===== config.mk =====
export PLATFORM = sky130hd
export DESIGN_NAME = module_div_8bits
export DESIGN_NICKNAME = d
export VERILOG_FILES = /design/src/rtl/module_div_8bits.sv
export SDC_FILE = /design/constraint.sdc
export NUM_CORES = 1
export LEC_CHECK = 0
export ABC_CLOCK_PERIOD_IN_PS = 7500
export CORE_ASPECT_RATIO = 1.1
export CORE_MARGIN = 10
export CORE_UTILIZATION = 45
export DETAILED_ROUTE_END_ITERATION = 10
export PLACE_DENSITY = 0.72
export SLEW_MARGIN = 20
export SYNTH_ARGS = -nofsm -noshare
export SYNTH_HDL_FRONTEND = slang
export SYNTH_SLANG_ARGS = --single-unit

===== constraint.sdc =====
create_clock -name clk_pi -period 7.5 [get_ports clk_pi]
set_clock_uncertainty 0.1 [all_clocks]
set_input_delay 1.5 -clock clk_pi [delete_from_list [all_inputs] [get_ports clk_pi]]
set_output_delay 1.5 -clock clk_pi [all_outputs]
set_load 0.03 [all_outputs]

===== src/rtl/module_div_8bits.sv =====
// Sequential unsigned restoring divider: one quotient bit per clock, start/ready/done handshake.
// Optional macro DIV_ZERO_FLAG_EN adds the div_by_zero_po status output.
//
// state | meaning
// IDLE  | ready_po=1, waiting for start_pi
// CALC  | shift-and-subtract, one quotient bit per edge
// DONE  | done_po=1 for one cycle, results valid
module module_div_8bits #(
    parameter int WIDTH2 = 8
) (
    input  logic              clk_pi,
    input  logic              rst_n_pi,
    input  logic              start_pi,
    input  logic [WIDTH2-1:0] dividend_pi,
    input  logic [WIDTH2-1:0] divisor_pi,
    output logic              ready_po,
    output logic              done_po,
    output logic [WIDTH2-1:0] quotient_po,
    output logic [WIDTH2-1:0] remainder_po
`ifdef DIV_ZERO_FLAG_EN
    ,
    output logic              div_by_zero_po
`endif
);

    localparam int CW = $clog2(WIDTH2 + 1);

    typedef enum logic [1:0] {IDLE, CALC, DONE} state_t;

    state_t            state, state_nx;
    logic [WIDTH2-1:0] dvd_q;
    logic [WIDTH2-1:0] dvs_q;
    logic [WIDTH2-1:0] rem_q;
    logic [CW-1:0]     cnt_q;

    logic [WIDTH2:0]   shift_rem;
    logic [WIDTH2:0]   trial;
    logic              qbit;
    logic [WIDTH2-1:0] rem_nx;
    logic [WIDTH2-1:0] quo_nx;
    logic              accept;
    logic              last_iter;
    logic              div_zero;

    // dvd_q doubles as the quotient shift register: dividend bits leave at the top
    // while quotient bits enter at the bottom.
    always_comb begin
        shift_rem = {rem_q, dvd_q[WIDTH2-1]};
        trial     = shift_rem - {1'b0, dvs_q};
        qbit      = ~trial[WIDTH2];
        rem_nx    = qbit ? trial[WIDTH2-1:0] : shift_rem[WIDTH2-1:0];
        quo_nx    = {dvd_q[WIDTH2-2:0], qbit};
    end

    always_comb begin
        state_nx  = state;
        ready_po  = 1'b0;
        done_po   = 1'b0;
        accept    = 1'b0;
        div_zero  = (divisor_pi == '0);
        last_iter = (cnt_q == CW'(WIDTH2 - 1));
        case (state)
            IDLE: begin
                ready_po = 1'b1;
                if (start_pi) begin
                    accept   = 1'b1;
                    state_nx = div_zero ? DONE : CALC;
                end
            end
            CALC: begin
                if (last_iter) begin
                    state_nx = DONE;
                end
            end
            DONE: begin
                done_po  = 1'b1;
                state_nx = IDLE;
            end
            default: state_nx = IDLE;
        endcase
    end

    always_ff @(posedge clk_pi or negedge rst_n_pi) begin
        if (!rst_n_pi) begin
            state <= IDLE;
        end else begin
            state <= state_nx;
        end
    end

    always_ff @(posedge clk_pi or negedge rst_n_pi) begin
        if (!rst_n_pi) begin
            dvd_q        <= '0;
            dvs_q        <= '0;
            rem_q        <= '0;
            cnt_q        <= '0;
            quotient_po  <= '0;
            remainder_po <= '0;
        end else if (accept) begin
            dvd_q <= dividend_pi;
            dvs_q <= divisor_pi;
            rem_q <= '0;
            cnt_q <= '0;
            // Zero divisor skips CALC; results are loaded on the way straight to DONE.
            if (div_zero) begin
                quotient_po  <= '1;
                remainder_po <= dividend_pi;
            end
        end else if (state == CALC) begin
            dvd_q <= quo_nx;
            rem_q <= rem_nx;
            cnt_q <= cnt_q + 1'b1;
            if (last_iter) begin
                quotient_po  <= quo_nx;
                remainder_po <= rem_nx;
            end
        end
    end

`ifdef DIV_ZERO_FLAG_EN
    always_ff @(posedge clk_pi or negedge rst_n_pi) begin
        if (!rst_n_pi) begin
            div_by_zero_po <= 1'b0;
        end else if (accept) begin
            div_by_zero_po <= div_zero;
        end
    end
`endif

endmodule


---- Word-level counts from Yosys, hierarchy flattened ----
Cells that the tools add are included.
storage, ports and cells
  memories kept ........................... 0
  input bits .............................. 19
  flip-flop bits (word level) ............. 46
  RAM bits ................................ 0
  memory bits (read-only) ................. 0
  output and inout bits ................... 18
  bits in latches ......................... 0
  word-level logic and storage cells ...... 45
cells by class
  reduce and logical (&&, ||, !) cells .... 6
  equal/unequal tests ..................... 6
  multiplexer cells ....................... 23
  $add $sub $neg .......................... 2
  divide/modulo/power cells ............... 0
  shifts and indexed selects .............. 0
  order comparisons ....................... 0
  multipliers ............................. 0
  bitwise gates (word level) .............. 1
operators by type and width
  operator               count
  $mux W8                13
  $sub A9 B8 Y9          1
  $logic_not A8 Y1       1
  $mux W4                2
  $mux W2                3
  $add A4 B1 Y4 const B  1
  $eq A4 B3 Y1 const B   1
  $mux W1                4
  $ne A2 B2 Y1 const B   2
  $pmux W2 S2            1
  $reduce_bool A2 Y1     2
  $reduce_and A3 Y1      1
  $eq A2 B1 Y1 const B   1
  $eq A2 B2 Y1 const B   1
  $logic_not A2 Y1       1
  $ne A2 B1 Y1 const B   1
  $reduce_and A2 Y1      1
  $not A1 Y1             1

---- Depth between registers and ports, before layout ----
  depth after elaboration ................. 5
  gate-level depth with buffers ........... 11
  mapped depth without buffers ............ 10

---- Least setup slack after synthesis ----
Ideal clock, no wire load.
  path kind ............................... input -> register
  start ................................... in divisor_pi[1]
  end ..................................... reg remainder_po[4]
  data arrival time ....................... 2518 ps
  path buffers ............................ 1
  required time ........................... 7323 ps
  stages .................................. 8
  setup time .............................. 77 ps
  slack ................................... 4804 ps
  path through ............................ nor4_1 > nand2_1 > nor2_1 > nor2_1 > inv_1 > buf_2 > o22ai_1 > a21oi_1
between the ends
  word-level cells in the longest chain between the ends .. 3
RTL lines
  element                             line  RTL
  start, declared                     15    input logic [WIDTH2-1:0] divisor_pi,
  $logic_not A8 Y1                    60    div_zero = (divisor_pi == '0);
  $ne A2 B1 Y1 (no source line)       -
  $reduce_and A3 Y1 (no source line)  -
  end signal, assigned                107   remainder_po <= dividend_pi;
  end signal, assigned                115   remainder_po <= rem_nx;
  end, declared                       19    output logic [WIDTH2-1:0] remainder_po
No other way between the ends.
A chain may end at the register's enable or synchronous reset.

---- Worst setup path after layout ----
  start ................................... in start_pi
  end ..................................... reg cnt_q[2]
between the ends
  word-level cells in the longest chain between the ends .. 3
  elaborated cells between the ends (all ways) .. 4
  classes of those cells .................. mux (3); reduce/logical (1)
RTL lines
  element                                        line  RTL
  start, declared                                13    input logic start_pi,
  $mux W1 (*)                                    65    if (start_pi) begin
  $mux W1 (*)                                    62    case (state)
  $mux W4 or $reduce_bool A2 Y1 (tied branches)  -
  end signal, assigned                           112   cnt_q <= cnt_q + 1'b1;
  end, declared                                  34    logic [CW-1:0] cnt_q;
Mark *: on every way between the ends. The rest lies on a longest branch, timed or not.

==> flow_metrics.py <==
metrics = {
    "run_status": {
        "status": "finished clean",
    },
    "route": {
        "drc": 0,
        "routed_via_density": 5.61,
        "drt-initial-drc-count": 78,
        "antenna_left": 0,
        "firstDrtPassIters": 4,
        "wl_per_cell_um": 16.2,
        "drt_wl_total_um": 5420,
        "num_vias": 1875,
    },
    "critical_path": {
        "cp_max_fo": 27,
        "crit_start": "start_pi",
        "reg2reg_slack_ps": 4570,
        "crit_arrival_ps": 3360,
        "path_delay_family": "simple AND/OR/NAND/NOR gates",
        "critPathBufInv": 1,
        "r2r_cells": 10,
        "cp-start-kind": "input pin",
        "cp_data_required_time_ps": 7580,
        "rr_startpoint": "dvd_q[7]",
        "end_kind": "register",
        "rr_endpoint": "remainder_po[6]",
        "crit_chain": "clkdlybuf4s50_1 -> and2_1 -> nor2_1 -> o21ai_0 -> o21ai_0",
        "critPathKind": "input pin to register",
        "path_depth": 5,
        "cp-endpoint": "cnt_q[2]",
        "crit_path_frequent_cell": "o21ai_0",
        "critPathSlowestCell": "and2_1",
        "critPathMaxStageDelay_ps": 720,
    },
    "clock_tree": {
        "cts_tree": "done",
        "cts_buffer_depth": 2,
        "cts_buffers": 5,
        "cts_root_buf": "clkbuf_8",
        "postCtsHoldBufs": 0,
        "clk_latency_ps": 300,
        "path_clk_slew_ps": 80,
        "cts.htree.levels": 2,
        "cts_resized": 0,
        "post-cts-setup-buffer-count": 0,
        "clkSinkCount": 46,
    },
    "floorplanning": {
        "die_h_um": 96.2,
        "dieArea_sq_um": 8590,
        "die_w_um": 89.3,
        "start_util_pct": 46.9,
        "row_count": 27,
        "io_pins": 37,
        "core_sq_um": 5070,
    },
    "timing": {
        "fmax_mhz": 305,
        "drv_slew": 0,
        "finalHoldViolCount": 0,
        "fin_crit_ps": 3280,
        "min_period_over_period_pct": 43.7,
        "worstMarginPinSlew_ps": 891,
        "rsz0062_at_grt": "false",
        "final-setup-viol-count": 0,
        "relSlewSlack_pct": 40.6,
        "tns_ps": 0,
    },
    "placed_design": {
        "io_buffers": 36,
        "place_hpwl_um": 3970,
        "gp_congestion": 0.784,
    },
    "yosys": {
        "synth.cell_area_sq_um": 2380,
        "synth_edf_count": 0,
        "postSynthAreaPerCell_sq_um": 9.82,
        "ys_seq_area_share_pct": 48.4,
        "ys_types": 44,
        "synthArstFlopShare_pct": 100,
        "netlist_instances": 242,
        "yosysWarnings": 0,
        "syn_nets": 271,
        "ys.flop_type": "dfrtp_1",
        "ys_ff_latch": 46,
    },
    "pwr": {
        "p_leak_nw": 1.23,
        "power_density_nw_per_um2": 551,
        "vdd_ir_drop_max_mv": 0.275,
        "finalPower_mw": 1.58,
    },
    "cells_and_area": {
        "num_antenna_cells": 0,
        "drive_above_1_share_pct": 7.25,
        "multi_input_area_sq_um": 1130,
        "nets": 304,
        "layout_common_cells": "dfrtp_1, nand2_1, clkdlybuf4s50_1",
        "nFillCells": 456,
        "area_growth_syn_to_layout_pct": 20.6,
        "seq_area_sq_um": 1150,
        "final_common_cell": "dfrtp_1",
        "final_util_pct": 56.6,
    },
    "run": {
        "maxCapViolCount": 0,
    },
    "min_path": {
        "hold_path.class": "register to register",
    },
    "global_route": {
        "gr-usage-all-layers_pct": 13.8,
        "grt_pass1_wl_um": 9390,
        "grt_pass1_vias": 1956,
        "grt_max_degree": 47,
        "antenna_found_initial": 0,
        "grt_overflow": 0,
    },
}
[cells by family (layout without fill, tap and decap cells)]
group | count (synthesis) | count (layout) | share of synthesized area, %
AOI/OAI and AO/OA | 81 | 81 | 22.6
and+or+nand+nor | 68 | 68 | 13.1
DFF | 46 | 46 | 48.4
buffers and inverters | 23 | 57 | 4.11
adders and majority gates | 10 | 10 | 5.58
muxes | 9 | 9 | 4.00
xor gates and xnor gates | 5 | 5 | 2.16
[power by group]
group	internal (mW)	leakage, nW	switching (mW)
clock network	0.0745	0.0482	0.0818
logic	0.414	0.643	0.551
registers	0.372	0.538	0.0853
[layer usage]
| layer | vias up | track usage [%] | part of all wire (%) |
|---|---|---|---|
| met2 | 41 | 22.6 | 46 |
| met1 | 895 | 16.5 | 45 |
| met5 | - | 0 | 0 |
| met3 | 6 | 5.58 | 7.2 |
| met4 | 0 | 3.71 | 1.4 |
| li1 | 933 | - | - |
[state kept, by name, summed over array words and instances (netlist names)]
name,cells
cnt_q,4
dvd_q,8
dvs_q,8
quotient_po,8
rem_q,8
remainder_po,8
state,2
[cell usage after synthesis (all sizes together) (2+ instances only)]
| cell type | number | area [sq um] |
|---|---|---|
| nor2 | 11 | 46.3 |
| xor2 | 3 | 26.3 |
| nor2b | 3 | 18.8 |
| ha | 9 | 113 |
| inv | 11 | 41.3 |
| nand2b | 2 | 12.5 |
| o2111ai | 3 | 26.3 |
| nand2 | 36 | 135 |
| nand3b | 2 | 15.0 |
| nor3b | 2 | 15.0 |
| nor4 | 2 | 12.5 |
| a22oi | 11 | 82.6 |
| o22ai | 4 | 25.0 |
| buf | 3 | 21.3 |
| nand3 | 5 | 25.0 |
| a21oi | 17 | 92.6 |
| mux2i | 8 | 80.1 |
| o21ai | 29 | 145 |
| clkbuf | 9 | 35.0 |
| dfrtp | 46 | 1150 |
| xnor2 | 2 | 25.0 |
| o22a | 8 | 70.1 |
[how the worst min path moves through the flow]
stage	startpoint	end	slack (ps)	cells after the start
3_3_place_gp	quotient_po[4]	quotient_po[4]	370	1
4_1_cts	cnt_q[3]	cnt_q[3]	390	1
3_5_place_dp	state[1]	state[0]	370	1
6_report	cnt_q[3]	cnt_q[3]	380	1
2_1_floorplan	state[1]	state[0]	350	1
5_1_grt	quotient_po[1]	quotient_po[1]	410	1
[through the flow]
stage	worst slack, ps	instances	area (sq um)	hold WS, ps
after global routing	3960	334	2870	407
after global placement	3940	325	2760	371
after CTS	4210	333	2850	390
final	4220	334	2870	382
after detailed placement	3900	325	2760	374
after floorplan	4800	242	2380	347
[worst register-to-register path: stages (launching register included)]
cell and delay (ps):
dfrtp_1 360, inv_1 120, ha_1 200, inv_1 60, fa_1 410, a211oi_2 300
nor2_2 110, a41oi_4 300, xnor2_2 370, mux2i_1 350, o21ai_0 120
[layout make-up]
| class | count | share of cell area [%] |
|---|---|---|
| well taps | 58 | 2.53 |
| clock inverters | 1 | 0.175 |
| inverters | 11 | 1.44 |
| clock buffers | 7 | 3.01 |
| flip-flops and latches | 46 | 40.2 |
| repair buffers | 38 | 13.4 |
| multi-input cells | 173 | 39.3 |
Note: power is estimated with default switching activity, not from simulation.
